===== config.mk =====
export PLATFORM = sky130hd
export DESIGN_NAME = tdc_pi_loop_filter_flat
export DESIGN_NICKNAME = d
export VERILOG_FILES = /design/src/rtl/adpll_pkg.sv /design/src/rtl/tdc_pi_loop_filter_if.sv /design/src/rtl/tdc_pi_loop_filter_therm_popcount.sv /design/src/rtl/tdc_pi_loop_filter.sv /design/src/flat_wrapper.sv
export SDC_FILE = /design/constraint.sdc
export NUM_CORES = 1
export LEC_CHECK = 0
export BUFFER_PORTS_ARGS = -buffer_cell sky130_fd_sc_hd__buf_4
export CAP_MARGIN = 40
export CELL_PAD_IN_SITES_DETAIL_PLACEMENT = 0
export CELL_PAD_IN_SITES_GLOBAL_PLACEMENT = 1
export CORE_UTILIZATION = 45
export DETAILED_ROUTE_END_ITERATION = 7
export PLACE_DENSITY_LB_ADDON = 0.2
export SETUP_SLACK_MARGIN = 0.5
export SLEW_MARGIN = 0
export SYNTH_ARGS = -nofsm -noshare
export SYNTH_HDL_FRONTEND = slang
export SYNTH_SLANG_ARGS = --single-unit
export TNS_END_PERCENT = 30

===== constraint.sdc =====
create_clock -name clk -period 6.7 [get_ports clk]
set_input_delay 0.67 -clock clk [delete_from_list [all_inputs] [get_ports clk]]
set_output_delay 0.67 -clock clk [all_outputs]
set_load 0.02 [all_outputs]

===== src/rtl/adpll_pkg.sv =====
// -----------------------------------------------------------------------------
// adpll_pkg
// Shared definitions for the TDC loop filter slice:
//   - default widths for the TDC code, decoded count, accumulator and DCO word
//   - loop filter FSM state encoding
//   - width-generic signed saturation and unsigned clamp helpers. They work on
//     a 64-bit container so callers can size-cast the result to any width.
// -----------------------------------------------------------------------------
package adpll_pkg;

  localparam int TDC_W_DEF = 32;  // thermometer code width
  localparam int CNT_W_DEF = 6;   // decoded count width, holds 0..TDC_W
  localparam int ACC_W_DEF = 16;  // signed integrator / PI sum width
  localparam int DCO_W_DEF = 8;   // DCO tuning word width

  typedef enum logic [1:0] {
    ST_IDLE    = 2'd0,  // no comparison in progress
    ST_TRACK   = 2'd1,  // TDC holds a nonzero count
    ST_CAPTURE = 2'd2,  // error captured, integrator updating
    ST_UPDATE  = 2'd3   // DCO word updated this cycle
  } lf_state_e;

  // Saturate a signed value to the range of a w-bit two's complement number.
  function automatic logic signed [63:0] sat_signed(input logic signed [63:0] x,
                                                    input int unsigned     w);
    logic signed [63:0] hi;
    logic signed [63:0] lo;
    hi = (64'sd1 <<< (w - 1)) - 64'sd1;
    lo = -(64'sd1 <<< (w - 1));
    if (x > hi) return hi;
    if (x < lo) return lo;
    return x;
  endfunction

  // Clamp a signed value into the unsigned range 0 .. 2^w-1.
  function automatic logic [63:0] clamp_unsigned(input logic signed [63:0] x,
                                                 input int unsigned     w);
    logic signed [63:0] hi;
    hi = (64'sd1 <<< w) - 64'sd1;
    if (x[63]) return '0;
    if (x > hi) return hi;
    return x;
  endfunction

endpackage


===== src/rtl/tdc_pi_loop_filter_if.sv =====
// -----------------------------------------------------------------------------
// tdc_pi_loop_filter_if
// Bundle between the TDC / loop controller and the PI loop filter.
//   up_error  : thermometer code of the UP pulse width        (master -> slave)
//   dwn_error : thermometer code of the DWN pulse width       (master -> slave)
//   freeze    : hold the integrator, P path still active      (master -> slave)
//   dco_code  : DCO tuning word, higher = faster DCO          (slave -> master)
//   dco_valid : one-cycle pulse when dco_code updates         (slave -> master)
//   phase_err : signed error of the last captured comparison  (slave -> master)
//   lock      : loop locked indicator                         (slave -> master)
// -----------------------------------------------------------------------------
interface tdc_pi_loop_filter_if
  import adpll_pkg::*;
#(
  parameter int TDC_W = TDC_W_DEF,
  parameter int CNT_W = CNT_W_DEF,
  parameter int DCO_W = DCO_W_DEF
);

  logic [TDC_W-1:0]        up_error;
  logic [TDC_W-1:0]        dwn_error;
  logic                    freeze;
  logic [DCO_W-1:0]        dco_code;
  logic                    dco_valid;
  logic signed [CNT_W:0]   phase_err;
  logic                    lock;

  modport master (
    output up_error, dwn_error, freeze,
    input  dco_code, dco_valid, phase_err, lock
  );

  modport slave (
    input  up_error, dwn_error, freeze,
    output dco_code, dco_valid, phase_err, lock
  );

endinterface


===== src/rtl/tdc_pi_loop_filter_therm_popcount.sv =====
// -----------------------------------------------------------------------------
// therm_popcount
// Counts the ones in a thermometer code. A plain popcount rather than a
// leading-one search, so isolated bubbles in the code only cost one count
// instead of corrupting the result.
//   i_code  in  TDC_W  thermometer code
//   o_count out CNT_W  number of set bits (0..TDC_W), combinational
// -----------------------------------------------------------------------------
module therm_popcount #(
  parameter int TDC_W = 32,
  parameter int CNT_W = 6
) (
  input  logic [TDC_W-1:0] i_code,
  output logic [CNT_W-1:0] o_count
);

  logic [CNT_W-1:0] w_count;

  always_comb begin
    w_count = '0;
    for (int i = 0; i < TDC_W; i++) begin
      w_count = w_count + CNT_W'(i_code[i]);
    end
  end

  assign o_count = w_count;

endmodule


===== src/rtl/tdc_pi_loop_filter.sv =====
// -----------------------------------------------------------------------------
// tdc_pi_loop_filter
// Digital loop filter behind the thermometer-coded TDC phase detector.
// Decodes the UP/DWN codes, captures one signed phase error per comparison
// (when the TDC clears), runs a saturating PI filter and drives the DCO word
// plus a lock flag.
//   clk     in   system clock (same clock as the TDC shift registers)
//   reset   in   synchronous, active-high
//   io_tdc  slave side of tdc_pi_loop_filter_if (codes/freeze in,
//           dco_code/dco_valid/phase_err/lock out)
// Timing, E = cycle in which the cleared TDC is seen:
//   E+1 : phase_err and lock show the new comparison, integrator updates
//   E+2 : dco_code carries the new word, dco_valid high for this cycle only
// -----------------------------------------------------------------------------
module tdc_pi_loop_filter
  import adpll_pkg::*;
#(
  parameter int TDC_W    = TDC_W_DEF,
  parameter int CNT_W    = CNT_W_DEF,
  parameter int ACC_W    = ACC_W_DEF,
  parameter int KP       = 4,
  parameter int KI       = 1,
  parameter int FRAC     = 3,
  parameter int DCO_W    = DCO_W_DEF,
  parameter int DCO_INIT = 128,
  parameter int LOCK_TOL = 1,
  parameter int LOCK_CNT = 8
) (
  input  logic                 clk,
  input  logic                 reset,
  tdc_pi_loop_filter_if.slave  io_tdc
);

  localparam int SUM_W = ACC_W + 2;   // headroom for every intermediate sum
  localparam int ERR_W = CNT_W + 1;
  localparam int LCW   = $clog2(LOCK_CNT + 1);

  localparam logic signed [ERR_W-1:0] TOL_S    = ERR_W'(LOCK_TOL);
  localparam logic [LCW-1:0]          LOCK_MAX = LCW'(LOCK_CNT);

  // ---------------------------------------------------------------- decode
  logic [CNT_W-1:0] w_up_pop;
  logic [CNT_W-1:0] w_dwn_pop;

  therm_popcount #(.TDC_W(TDC_W), .CNT_W(CNT_W)) u_up_pop (
    .i_code  (io_tdc.up_error),
    .o_count (w_up_pop)
  );

  therm_popcount #(.TDC_W(TDC_W), .CNT_W(CNT_W)) u_dwn_pop (
    .i_code  (io_tdc.dwn_error),
    .o_count (w_dwn_pop)
  );

  logic [CNT_W-1:0] r_up_cnt;
  logic [CNT_W-1:0] r_dwn_cnt;
  logic [CNT_W-1:0] r_prev_up;
  logic [CNT_W-1:0] r_prev_dwn;

  logic                    w_cur_nz;
  logic                    w_prev_nz;
  logic                    w_event;
  logic signed [ERR_W-1:0] w_err;
  logic                    w_in_lock;

  // A comparison ends when the TDC clears after holding a count; the held
  // counts (one cycle old) are the measurement.
  assign w_cur_nz  = (r_up_cnt != '0) || (r_dwn_cnt != '0);
  assign w_prev_nz = (r_prev_up != '0) || (r_prev_dwn != '0);
  assign w_event   = w_prev_nz && !w_cur_nz;
  assign w_err     = $signed({1'b0, r_prev_up}) - $signed({1'b0, r_prev_dwn});
  assign w_in_lock = (w_err <= TOL_S) && (w_err >= -TOL_S);

  // ---------------------------------------------------------------- FSM
  lf_state_e r_state;
  lf_state_e w_state_next;
  logic      w_capture;

  always_ff @(posedge clk) begin
    if (reset) begin
      r_state <= ST_IDLE;
    end else begin
      r_state <= w_state_next;
    end
  end

  // Events can only arrive while a count has been seen, i.e. in TRACK or in
  // UPDATE (a new comparison may finish two cycles after the previous one).
  always_comb begin
    w_state_next = r_state;
    w_capture    = 1'b0;
    unique case (r_state)
      ST_IDLE: begin
        if (w_cur_nz) w_state_next = ST_TRACK;
      end
      ST_TRACK: begin
        if (w_event) begin
          w_state_next = ST_CAPTURE;
          w_capture    = 1'b1;
        end
      end
      ST_CAPTURE: begin
        w_state_next = ST_UPDATE;
      end
      ST_UPDATE: begin
        if (w_event) begin
          w_state_next = ST_CAPTURE;
          w_capture    = 1'b1;
        end else if (w_cur_nz) begin
          w_state_next = ST_TRACK;
        end else begin
          w_state_next = ST_IDLE;
        end
      end
      default: w_state_next = ST_IDLE;
    endcase
  end

  // ---------------------------------------------------------------- PI path
  logic signed [ERR_W-1:0] r_phase_err;   // also the stage-1 operand
  logic                    r_s1_valid;
  logic signed [ACC_W-1:0] r_integ;
  logic [DCO_W-1:0]        r_dco_code;
  logic                    r_dco_valid;
  logic [LCW-1:0]          r_lock_cnt;

  logic signed [SUM_W-1:0] w_err_ext;
  logic signed [SUM_W-1:0] w_integ_sum;
  logic signed [ACC_W-1:0] w_integ_sat;
  logic signed [ACC_W-1:0] w_integ_new;
  logic signed [SUM_W-1:0] w_p;
  logic signed [SUM_W-1:0] w_u_sum;
  logic signed [ACC_W-1:0] w_u;
  logic signed [SUM_W-1:0] w_dco_sum;
  logic [DCO_W-1:0]        w_dco_new;

  assign w_err_ext   = SUM_W'(r_phase_err);
  assign w_integ_sum = SUM_W'(r_integ) + (w_err_ext * SUM_W'(KI));
  assign w_integ_sat = ACC_W'(sat_signed(64'(w_integ_sum), ACC_W));
  assign w_integ_new = io_tdc.freeze ? r_integ : w_integ_sat;

  // The proportional term rides on the freshly updated integrator so the
  // DCO word reflects this comparison in full.
  assign w_p       = w_err_ext * SUM_W'(KP);
  assign w_u_sum   = SUM_W'(w_integ_new) + w_p;
  assign w_u       = ACC_W'(sat_signed(64'(w_u_sum), ACC_W));
  assign w_dco_sum = SUM_W'(DCO_INIT) + SUM_W'(w_u >>> FRAC);
  assign w_dco_new = DCO_W'(clamp_unsigned(64'(w_dco_sum), DCO_W));

  always_ff @(posedge clk) begin
    if (reset) begin
      r_up_cnt    <= '0;
      r_dwn_cnt   <= '0;
      r_prev_up   <= '0;
      r_prev_dwn  <= '0;
      r_phase_err <= '0;
      r_s1_valid  <= 1'b0;
      r_integ     <= '0;
      r_dco_code  <= DCO_W'(DCO_INIT);
      r_dco_valid <= 1'b0;
      r_lock_cnt  <= '0;
    end else begin
      r_up_cnt    <= w_up_pop;
      r_dwn_cnt   <= w_dwn_pop;
      r_prev_up   <= r_up_cnt;
      r_prev_dwn  <= r_dwn_cnt;
      r_s1_valid  <= w_capture;
      r_dco_valid <= r_s1_valid;

      if (w_capture) begin
        r_phase_err <= w_err;
        if (w_in_lock) begin
          if (r_lock_cnt != LOCK_MAX) r_lock_cnt <= r_lock_cnt + 1'b1;
        end else begin
          r_lock_cnt <= '0;
        end
      end

      if (r_s1_valid) begin
        r_integ    <= w_integ_new;
        r_dco_code <= w_dco_new;
      end
    end
  end

  // ---------------------------------------------------------------- outputs
  assign io_tdc.dco_code  = r_dco_code;
  assign io_tdc.dco_valid = r_dco_valid;
  assign io_tdc.phase_err = r_phase_err;
  assign io_tdc.lock      = (r_lock_cnt == LOCK_MAX);

endmodule


===== src/flat_wrapper.sv =====
// flat-port wrapper written by rule: the top's interface ports become plain ports
module tdc_pi_loop_filter_flat import adpll_pkg::*;
#(
  parameter int TDC_W    = TDC_W_DEF,
  parameter int CNT_W    = CNT_W_DEF,
  parameter int ACC_W    = ACC_W_DEF,
  parameter int KP       = 4,
  parameter int KI       = 1,
  parameter int FRAC     = 3,
  parameter int DCO_W    = DCO_W_DEF,
  parameter int DCO_INIT = 128,
  parameter int LOCK_TOL = 1,
  parameter int LOCK_CNT = 8
)
  (clk, reset, io_tdc_up_error, io_tdc_dwn_error, io_tdc_freeze, io_tdc_dco_code, io_tdc_dco_valid, io_tdc_phase_err, io_tdc_lock);
  tdc_pi_loop_filter_if #(.TDC_W(TDC_W), .CNT_W(CNT_W), .DCO_W(DCO_W)) io_tdc_i ();
  input  logic clk;
  input  logic reset;
  input wire logic [$bits(io_tdc_i.up_error)-1:0] io_tdc_up_error;
  input wire logic [$bits(io_tdc_i.dwn_error)-1:0] io_tdc_dwn_error;
  input wire logic [$bits(io_tdc_i.freeze)-1:0] io_tdc_freeze;
  output wire logic [$bits(io_tdc_i.dco_code)-1:0] io_tdc_dco_code;
  output wire logic [$bits(io_tdc_i.dco_valid)-1:0] io_tdc_dco_valid;
  output wire logic [$bits(io_tdc_i.phase_err)-1:0] io_tdc_phase_err;
  output wire logic [$bits(io_tdc_i.lock)-1:0] io_tdc_lock;
  assign io_tdc_i.up_error = io_tdc_up_error;
  assign io_tdc_i.dwn_error = io_tdc_dwn_error;
  assign io_tdc_i.freeze = io_tdc_freeze;
  assign io_tdc_dco_code = io_tdc_i.dco_code;
  assign io_tdc_dco_valid = io_tdc_i.dco_valid;
  assign io_tdc_phase_err = io_tdc_i.phase_err;
  assign io_tdc_lock = io_tdc_i.lock;
  tdc_pi_loop_filter #(.TDC_W(TDC_W), .CNT_W(CNT_W), .ACC_W(ACC_W), .KP(KP), .KI(KI), .FRAC(FRAC), .DCO_W(DCO_W), .DCO_INIT(DCO_INIT), .LOCK_TOL(LOCK_TOL), .LOCK_CNT(LOCK_CNT)) u_core (.clk(clk), .reset(reset), .io_tdc(io_tdc_i));
endmodule

==> summary.md, run 1 <==
| Metric | Value |
|---|---|
| Async S/R FF share, synth | 0% |
| # setup viols final | 0 |
| Sink Count | 63 |
| Static Leak | approximately 3.4 nW |
| Nets@finish | ~960 |
| CTS tree | yes |
| Initial antenna violation count | 0 |
| Die Wd | 118 um |
| Wirelength, routed | approximately 14000 um |
| Count of final hold-check violations | 0 |
| Final Cycle Share | just under 90% |
| Via Count | 5115 |
| Total CTS buffers | 9 |
| Relative slew slack | between 50% and 60% |
| Vias/cell | approximately 5.3 |
| MaxCap Viol Count | 0 |
| CP endpoint kind | flop |
| Core Region | 12900 um^2 |
| Outcome | completed |
| Setup tns final | 0 ns |
| Critical Path Source Type | flop |
| Clock slew seen by the registers of the worst setup and hold paths | 0.05 ns |
| Worst hold path depth | 1 |
| Seq/Total Area, Yosys | between 20% and 30% |
| Critical setup path kind | flop to flop |
| Post-CTS Hold Fix Bufs | 0 |
| Syn Area/Cell | 8.73 um^2 |
| EDFF count, synth | 0 |
| CTS root buffer | clkbuf_16 |
| Actual slew at the worst max-slew pin | around 0.64 ns |
| Post-synthesis instance area | 6040 um^2 |
| Clk buf depth | 2 |
| Hold Crit Class | flop to flop |
| PD cells | 336 nW/um^2 |
| Starting density of the core | 46.9% |
| First-pass detailed-route iteration total | 4 |
| Total gr overflow | 0 |
| Tot Pwr | 0.00250 W |
| CP Data Required Time | 6.93 ns |
| WL/cell | approximately 14 um |
| Residual DRC count | 0 |
| Syn Nets | 863 |
| Critical path's slowest cell | a311o_1 |
| 1st-iter DRT viols | 206 |
| Most frequent cells in the layout | 104 x buf_4, 94 x inv_1, 73 x nor2_1 |
| Min cycle time layout | 5.93 ns |
| Most common cell after layout, fill and taps aside | buf_4 |
| Dominant synthesized flop cell | dfxtp_1 |
| Yosys reg bits | 63 |
| Critical Path Max Stage Delay | 0.43 ns |
| R2r startpoint | u_core.io_tdc.phase_err[0]$_SDFFE_PP0P_ |
| Die H | 118 um |
| RePlAce Congestion | 0.881 |
| Mapped Cells | slightly below 700 |
| Worst hold endpoint | u_core.r_prev_dwn[3]$_SDFF_PP0_ |
| Clock Latency Late Sink | 0.33 ns |
| Pins over their slew limit | 0 |
| # rows | 41 |
| Max VDD drop | between 400 and 500 uV |
| Ys Warns | 0 |
| P&R area growth vs syn | 23.2% |
| RSZ-0062 raised after global routing | no |
| Die ar. | between 10000 and 15000 um^2 |
| Port Buffers | 83 |
| Share of cells above drive strength 1 | 23.2% |
| Fillers | 1158 |
| FMAX | 0.169 GHz |
| Hold Crit Start | u_core.r_dwn_cnt[3]$_SDFF_PP0_ |
| R2R Path End | u_core.io_tdc.dco_code[1]$_SDFFE_PP0P_ |
| Vias in the first global route | 5244 |
| I/O pins | 84 |
| Antenna Violating Nets Remaining | 0 |
| R2R depth | 30 |
| Arr. time, crit path | just over 6 ns |
| H-tree depth reported by CTS | 3 |
| Global-route wire length before repair | 23400 um |
| Detailed-placement wirelength estimate | ~11000 um |
| Setup Skew | 0.00525 ns |
| Largest net degree at the start of global routing | 61 |
| Netlist cell types | 68 |
| CP Max Fanout | 8 |
| All-Layer GR Usage | between 20 and 25% |
| Number of diodes | 0 |
| Finished Core Util | between 50 and 60% |
| Reg2reg setup slack | between 0.7 and 0.8 ns |
## sequential cells by signal, summed over array words and instances, names as in the netlist
name and cells:
u_core.r_state 2, u_core.r_integ 16, u_core.io_tdc.dco_code 8, u_core.r_prev_dwn 6, u_core.r_prev_up 6, u_core.r_s1_valid 1, u_core.io_tdc.phase_err 7, u_core.r_up_cnt 6
u_core.r_dwn_cnt 6, u_core.io_tdc.dco_valid 1, u_core.r_lock_cnt 4
## where the power goes
part / internal [W] / switching [W]
Clock: 0.000332 / 0.000160
Combinational: 0.000707 / 0.000834
Sequential: 0.000438 / 0.0000331
## worst max-delay path, delay by kind of cell, from the launching register on
family | cells | cell delay [ns]
simple gates | 6 | 0.77
compound gates | 13 | 2.77
flops | 1 | 0.33
fa+ha+maj | 5 | 1.19
buf+inv | 5 | 0.54
mux | 1 | 0.20
## area by class of cell
cell class              count  area [um^2]  area share, %
multi-input cells         518         4510           60.6
well taps                 172          215           2.89
flip-flops and latches     63         1270           17.0
inverters                  96          360           4.84
clock buffers              11          243           3.26
clock inverters             4         70.1          0.941
repair buffers            104          781           10.5
## synthesized netlist by cell type, types with 10 or more instances
master	count	area, um^2
a211oi_1	19	143
a21o_1	11	82.6
a21oi_1	33	165
clkbuf_1	13	48.8
dfxtp_1	63	1260
fa_1	51	1020
ha_1	53	663
inv_1	95	357
maj3_1	10	100
nand2_1	34	128
nand3_1	11	55.1
nor2_1	74	278
nor2b_1	26	163
nor3_1	20	100
o21a_1	10	75.1
o21ai_0	18	90.1
xnor2_1	16	140
xor2_1	15	131
## metal layers
metal	vias to the layer above	part of all wire [%]	global-route usage (%)
met3	22	2.7	3.73
li1	2571	-	-
met2	79	54	39.1
met1	2443	41	22.9
met4	0	2.2	6.89
met5	-	0	0
## stage by stage
stage | instance area [um^2] | setup WS (ns) | hold slack, ns | cells
final | 7440 | 0.768 | 0.461 | 968
after global routing | 7440 | 0.418 | 0.472 | 968
after detailed placement | 6860 | 0.0808 | 0.455 | 937
after global placement | 6860 | 0.363 | 0.449 | 937
after CTS | 7230 | 0.484 | 0.463 | 955
after floorplan | 6040 | 0.820 | 0.438 | 692
## worst max path at each step
stage                                                 start                                endpoint  slack [ns]  depth (start not counted)
floorplan           u_core.io_tdc.phase_err[0]$_SDFFE_PP0P_  u_core.io_tdc.dco_code[2]$_SDFFE_PP0P_        0.82                         29
global placement    u_core.io_tdc.phase_err[0]$_SDFFE_PP0P_  u_core.io_tdc.dco_code[5]$_SDFFE_PP0P_        0.36                         29
detailed placement  u_core.io_tdc.phase_err[0]$_SDFFE_PP0P_  u_core.io_tdc.dco_code[2]$_SDFFE_PP0P_        0.08                         29
CTS                 u_core.io_tdc.phase_err[0]$_SDFFE_PP0P_  u_core.io_tdc.dco_code[1]$_SDFFE_PP0P_        0.48                         29
global route        u_core.io_tdc.phase_err[0]$_SDFFE_PP0P_  u_core.io_tdc.dco_code[1]$_SDFFE_PP0P_        0.42                         30
finish              u_core.io_tdc.phase_err[0]$_SDFFE_PP0P_  u_core.io_tdc.dco_code[1]$_SDFFE_PP0P_        0.77                         30
## cell families (layout without fill, tap and decap cells)
kind of cell / Yosys count / count (layout) / share of synthesized area (%)
xor gates and xnor gates: 31 / 31 / 4.49
DFF: 63 / 63 / 20.9
adders and majority gates: 115 / 115 / 29.7
and+or+nand+nor: 208 / 208 / 17.1
muxes: 14 / 14 / 2.46
AOI/OAI and AO/OA: 150 / 150 / 18.4
buffers and inverters: 111 / 215 / 6.96
## what timing repair did
item / in CTS / in global routing
buffers inserted: 3 / 13
pin swaps: 3 / 20
endpoints found under the hold margin: 0 / 0
gates resized for setup: 8 / 30
setup endpoints to repair: 8 / 8
Power figures use the tool's default switching activity.
==> inputs of run 2 (changes only) <==
--- a/config.mk
+++ b/config.mk
@@ -11,7 +11,7 @@
 export CELL_PAD_IN_SITES_GLOBAL_PLACEMENT = 1
 export CORE_UTILIZATION = 45
 export DETAILED_ROUTE_END_ITERATION = 7
-export PLACE_DENSITY_LB_ADDON = 0.2
+export PLACE_DENSITY_LB_ADDON = 0.1
 export SETUP_SLACK_MARGIN = 0.5
 export SLEW_MARGIN = 0
 export SYNTH_ARGS = -nofsm -noshare
==> run 2 against run 1 <==
Net effect:
- sequential cell count is the same
- worst hold slack is essentially flat
- via count grew 0.16%
- maximum frequency shrank 2.0%
- global-route usage grew 0.44 points
- critical endpoint is now u_core.io_tdc.dco_code[5]$_SDFFE_PP0P_
- critical path type unchanged
- wire length grew 1.2%
- clock power shrank 5.1%
- clock skew grew 0.0014 ns
- worst setup slack lost 0.12 ns
==> summary.md, run 2 (synthesis results as in run 1) <==
| Metric | Value |
|---|---|
| Outcome | completed |
| RSZ-0062 raised after global routing | no |
| Total CTS buffers | 9 |
| Bufs and invs on worst path | 4 |
| Hold Crit Class | flop to flop |
| Vias in the first global route | 5300 |
| Max VDD drop | 461 uV |
| Global-route wire length before repair | 23800 um |
| Most common cell after layout, fill and taps aside | buf_4 |
| Switching power | 0.00104 W |
| Final setup margin | 0.648 ns |
| MaxCap Viol Count | 0 |
| Worst hold endpoint | u_core.r_prev_up[5]$_SDFF_PP0_ |
| Port Buffers | 83 |
| Arr. time, crit path | about 6.2 ns |
| Clock Latency Late Sink | 0.33 ns |
| FMAX | 0.165 GHz |
| Die ar. | 13900 um^2 |
| PD cells | 336 nW/um^2 |
| # rows | 41 |
| Count of final hold-check violations | 0 |
| Nets@finish | approximately 970 |
| Critical Path Max Stage Delay | approximately 0.44 ns |
| CP Max Fanout | 7 |
| Static Leak | 3.40 nW |
| Met3 Wirelength | 389 um |
| Critical setup path kind | flop to flop |
| Actual slew at the worst max-slew pin | ~0.69 ns |
| Die H | 118 um |
| Detailed-placement wirelength estimate | 11000 um |
| WL/cell | between 10 and 15 um |
| R2r startpoint | u_core.io_tdc.phase_err[0]$_SDFFE_PP0P_ |
| RePlAce Congestion | 0.884 |
| Share of cells above drive strength 1 | 23.3% |
| Met1 wire length | 5810 um |
| R2R depth | 29 |
| Sequential share of power | 18.8% |
| Core Region | 12900 um^2 |
| 1st-iter DRT viols | 256 |
| Clock slew seen by the registers of the worst setup and hold paths | 0.05 ns |
| Inst Count DP | 939 |
| CTS root buffer | clkbuf_16 |
| Largest net degree at the start of global routing | 61 |
| Clk buf depth | 2 |
| Relative slew slack | 54.3% |
| CP endpoint kind | flop |
| Number of diodes | 0 |
| CTS tree | yes |
| Wirelength, routed | roughly 14000 um |
| Antenna Violating Nets Remaining | 0 |
| Total gr overflow | 0 |
| # setup viols final | 0 |
| Highest metal used | met4 |
| Clock share of power | 18.6% |
| Pre-CTS WS | 0.0806 ns |
| All-Layer GR Usage | between 20% and 30% |
| Cell-internal power | 0.00147 W |
| Crit path top cell by count | o21ai_2 |
| Reg2reg setup slack | around 0.65 ns |
| Final Cycle Share | ~90% |
| Vias/cell | 5.28 |
| Hold slack | 0.461 ns |
| Max reg flops | 16 |
| R2R Path End | u_core.io_tdc.dco_code[5]$_SDFFE_PP0P_ |
| Delay-heaviest family, CP | compound AO/OA/AOI/OAI gates |
| Initial antenna violation count | 0 |
| Fin cells | 971 |
| P&R area growth vs syn | 23.4% |
| Pins over their slew limit | 0 |
| Setup Skew | between 0.006 and 0.007 ns |
| FF/Latch Area | 1270 um^2 |
| Residual DRC count | 0 |
| Sw Ratio | 41.4% |
| Worst hold path depth | 1 |
| Biggest register | u_core.r_integ |
| Fillers | approximately 1200 |
| CP Data Required Time | 6.89 ns |
| DR WL met2 | 7470 um |
| Hold Crit Start | u_core.r_up_cnt[5]$_SDFF_PP0_ |
| Sink Count | 63 |
| Comb power frac | 62.6% |
| Post-CTS Hold Fix Bufs | 0 |
| Min cycle time layout | 6.05 ns |
| Footprint of the multi-input gates | 4500 um^2 |
| H-tree depth reported by CTS | 3 |
| Die Wd | about 120 um |
| Critical path's slowest cell | o41a_1 |
| First-pass detailed-route iteration total | 5 |
| Via Count | 5123 |
| Starting density of the core | 46.9% |
| Setup tns final | 0 ns |
| I/O pins | 84 |
| Most frequent cells in the layout | 105 x buf_4, 95 x inv_1, 73 x nor2_1 |
| Critical Path Source Type | flop |
==> run 2: worst max-delay path by stage <==
stage / from / endpoint / slack [ns] / cells past startpoint
2_1_floorplan: u_core.io_tdc.phase_err[0]$_SDFFE_PP0P_ / u_core.io_tdc.dco_code[2]$_SDFFE_PP0P_ / 0.82 / 29
3_3_place_gp: u_core.io_tdc.phase_err[0]$_SDFFE_PP0P_ / u_core.io_tdc.dco_code[5]$_SDFFE_PP0P_ / 0.35 / 29
3_5_place_dp: u_core.io_tdc.phase_err[0]$_SDFFE_PP0P_ / u_core.io_tdc.dco_code[5]$_SDFFE_PP0P_ / 0.08 / 29
4_1_cts: u_core.io_tdc.phase_err[0]$_SDFFE_PP0P_ / u_core.io_tdc.dco_code[3]$_SDFFE_PP0P_ / 0.50 / 31
5_1_grt: u_core.r_integ[0]$_SDFFE_PP0P_ / u_core.io_tdc.dco_code[2]$_SDFFE_PP0P_ / 0.40 / 29
6_report: u_core.io_tdc.phase_err[0]$_SDFFE_PP0P_ / u_core.io_tdc.dco_code[5]$_SDFFE_PP0P_ / 0.65 / 29
==> run 2: repair_timing <==
| item | 4_1_cts | 5_1_grt |
|---|---|---|
| resized for setup | 11 | 26 |
| pin swaps | 4 | 12 |
| endpoints found under the setup margin | 8 | 8 |
| gates cloned | 0 | 0 |
| setup buffers | 5 | 11 |
==> run 2: final cells by class <==
class                           count  area share [%]
Tap cell                          172            2.89
Multi-Input combinational cell    518            60.4
Inverter                           96            4.83
Sequential cell                    63            17.0
Timing Repair Buffer              106            10.8
Clock buffer                       11            3.26
Clock inverter                      5           0.755
==> run 2: worst register-to-register path: cells and delay by family, from the launching register on <==
family,cells,cell delay (ns)
adders and majority gates,6,1.54
muxes,1,0.15
DFF,1,0.36
AOI/OAI and AO/OA,15,2.86
buffers and inverters,4,0.36
and+or+nand+nor,3,0.63
==> run 2: power groups by stage <==
stage          combinational, W  clock [W]  sequential (W)
3_3_place_gp            0.00149          0        0.000477
4_1_cts                 0.00157   0.000481        0.000471
5_1_grt                 0.00185   0.000493        0.000479
3_5_place_dp            0.00152          0        0.000478
6_report                0.00157   0.000467        0.000471
2_1_floorplan           0.00119          0        0.000476
==> run 2: through the flow <==
stage	area (um^2)	util (%)	total power, W
6_report	7450	57.9	0.00251
5_1_grt	7450	57.9	0.00282
4_1_cts	7270	56.5	0.00252
3_5_place_dp	6870	53.4	0.00200
3_3_place_gp	6870	53.4	0.00197
2_1_floorplan	6040	-	0.00167
==> run 2: layer usage <==
| layer | global-route usage (%) | vias up |
|---|---|---|
| met5 | 0 | - |
| met4 | 7.53 | 0 |
| met3 | 3.54 | 23 |
| met2 | 39.2 | 70 |
| met1 | 24.0 | 2454 |
| li1 | - | 2576 |
==> inputs of run 3 (changes only) <==
==> constraint.sdc (replaced) <==
create_clock -name clk -period 6.7 [get_ports clk]
set_input_delay 2.01 -clock clk [delete_from_list [all_inputs] [get_ports clk]]
set_output_delay 2.01 -clock clk [all_outputs]
set_load 0.02 [all_outputs]
==> run 3 against run 2 <==
Net effect:
- sequential power is essentially flat
- combinational power is essentially flat
- clock-buffer cell count shrank 1
- highest routed layer unchanged
==> summary.md, run 3 (synthesis results as in run 1) <==
| Metric | Value |
|---|---|
| Clk buf depth | 2 |
| Antenna Violating Nets Remaining | 0 |
| P&R area growth vs syn | 23.0% |
| Actual slew at the worst max-slew pin | 0.670 ns |
| R2R Path End | u_core.io_tdc.dco_code[4]$_SDFFE_PP0P_ |
| Critical setup path kind | input port to flop |
| RePlAce Congestion | about 0.88 |
| Count of final hold-check violations | 0 |
| First-pass detailed-route iteration total | 4 |
| I/O pins | 84 |
| WL/cell | about 14 um |
| Static Leak | 3.37 nW |
| Sink Count | 63 |
| Most frequent cells in the layout | 109 x buf_4, 95 x inv_1, 73 x nor2_1 |
| CP Data Required Time | 6.90 ns |
| All-Layer GR Usage | 21.2% |
| Tot Pwr | 0.00251 W |
| Biggest register | u_core.r_integ |
| Number of diodes | 0 |
| H-tree depth reported by CTS | 3 |
| Hold Crit Class | flop to flop |
| Setup tns final | 0 ns |
| CP Max Fanout | 2 |
| Die ar. | 13900 um^2 |
| Min cycle time layout | 6.16 ns |
| Hold Crit Start | u_core.r_dwn_cnt[3]$_SDFF_PP0_ |
| Vias/cell | 5.32 |
| 1st-iter DRT viols | 191 |
| Die Wd | ~120 um |
| Pins over their slew limit | 0 |
| Final Cycle Share | between 90% and 100% |
| Clock Latency Late Sink | 0.33 ns |
| Total CTS buffers | 9 |
| Critical Path Source Type | input port |
| Via Count | 5167 |
| Wirelength, routed | 14000 um |
| Detailed-placement wirelength estimate | 11200 um |
| FMAX | 0.162 GHz |
| Largest net degree at the start of global routing | 61 |
| Most common cell after layout, fill and taps aside | buf_4 |
| Initial antenna violation count | 0 |
| Relative slew slack | 55.3% |
| # rows | 41 |
| Worst hold endpoint | u_core.r_prev_dwn[3]$_SDFF_PP0_ |
| Global-route wire length before repair | 23900 um |
| Port Buffers | 83 |
| Post-CTS Hold Fix Bufs | 0 |
| Die H | 118 um |
| Share of cells above drive strength 1 | 22.8% |
| Total gr overflow | 0 |
| CTS tree | yes |
| Arr. time, crit path | 6.36 ns |
| Setup Skew | 0.00362 ns |
| # setup viols final | 0 |
| Worst hold path depth | 1 |
| Max reg flops | 16 |
| Residual DRC count | 0 |
| R2r startpoint | u_core.io_tdc.phase_err[0]$_SDFFE_PP0P_ |
| Clock slew seen by the registers of the worst setup and hold paths | 0.05 ns |
| Core Region | 12900 um^2 |
| Starting density of the core | a little under half |
| CTS root buffer | clkbuf_16 |
| Max VDD drop | 498 uV |
| Nets@finish | 968 |
| Outcome | completed |
| CP endpoint kind | flop |
| RSZ-0062 raised after global routing | yes |
| Reg2reg setup slack | 0.69 ns |
| PD cells | around 340 nW/um^2 |
| R2R depth | 31 |
| MaxCap Viol Count | 0 |
| Vias in the first global route | between 5000 and 6000 |
==> run 3: changes by cell type in the layout (fill, tap and decap cells not counted), sizes merged <==
cell and change:
clkbuf -1, buf +3, inv -1
==> run 3: repair_timing <==
action	4_1_cts	5_1_grt
endpoints found under the setup margin	8	11
gates resized for setup	3	26
pin swaps	1	13
buffers inserted	0	10
==> run 3: worst max-delay path, cell delays in order <==
cell and delay, ns:
buf_4 0.11, fa_1 0.52, inv_1 0.05, fa_1 0.47, inv_1 0.05, fa_1 0.47, fa_1 0.52, fa_1 0.52
inv_1 0.05, fa_1 0.47, inv_1 0.04, ha_1 0.19, inv_1 0.07, fa_2 0.20, inv_1 0.04, a21o_1 0.18
a21oi_2 0.17, xor2_1 0.17, nor2_1 0.05
==> run 3: worst max-delay path by stage <==
| stage | depth (start not counted) | end | slack (ns) | from |
|---|---|---|---|---|
| 2_1_floorplan | 18 | u_core.r_dwn_cnt[4]$_SDFF_PP0_ | 0.54 | io_tdc_dwn_error[11] |
| 3_3_place_gp | 19 | u_core.r_dwn_cnt[4]$_SDFF_PP0_ | 0.29 | io_tdc_dwn_error[11] |
| 3_5_place_dp | 19 | u_core.r_dwn_cnt[4]$_SDFF_PP0_ | 0.20 | io_tdc_dwn_error[11] |
| 4_1_cts | 26 | u_core.io_tdc.dco_code[7]$_SDFFE_PP1P_ | 0.54 | u_core.io_tdc.phase_err[1]$_SDFFE_PP0P_ |
| 5_1_grt | 31 | u_core.io_tdc.dco_code[4]$_SDFFE_PP0P_ | 0.33 | u_core.r_integ[0]$_SDFFE_PP0P_ |
| 6_report | 19 | u_core.r_dwn_cnt[4]$_SDFF_PP0_ | 0.54 | io_tdc_dwn_error[11] |
==> run 3: metal layers <==
metal	routed length [um]	global-route usage, %	vias up	share of wire (%)
met5	0	0	-	0
li1	-	-	2584	-
met3	305	3.25	20	2.2
met1	5750	23.6	2487	41
met4	274	7.61	0	2.0
met2	7690	40.3	76	55
==> run 3: per-stage QoR <==
step | utilization, % | cells | hold WS, ns | area (um^2) | setup WS [ns]
3_3_place_gp | 53.9 | 948 | 0.452 | 6940 | 0.287
6_report | 57.7 | 972 | 0.463 | 7430 | 0.540
4_1_cts | 56.2 | 962 | 0.462 | 7240 | 0.544
5_1_grt | 57.7 | 972 | 0.479 | 7430 | 0.327
3_5_place_dp | 53.9 | 948 | 0.448 | 6940 | 0.198
2_1_floorplan | - | 692 | 0.438 | 6040 | 0.539
==> run 3: layout make-up <==
| cell class | instances | area (um^2) |
|---|---|---|
| Fill cell | 1186 | 5450 |
| Multi-Input combinational cell | 518 | 4490 |
| Sequential cell | 63 | 1260 |
| Timing Repair Buffer | 109 | 818 |
| Inverter | 96 | 360 |
| Clock buffer | 10 | 239 |
| Tap cell | 172 | 215 |
| Clock inverter | 4 | 47.5 |
==> run 3: power by group <==
group	total (W)	switching, W	internal (W)
Combinational	0.00159	0.000851	0.000739
Clock	0.000455	0.000163	0.000292
Sequential	0.000470	0.0000318	0.000438
Total	0.00251	0.00105	0.00147
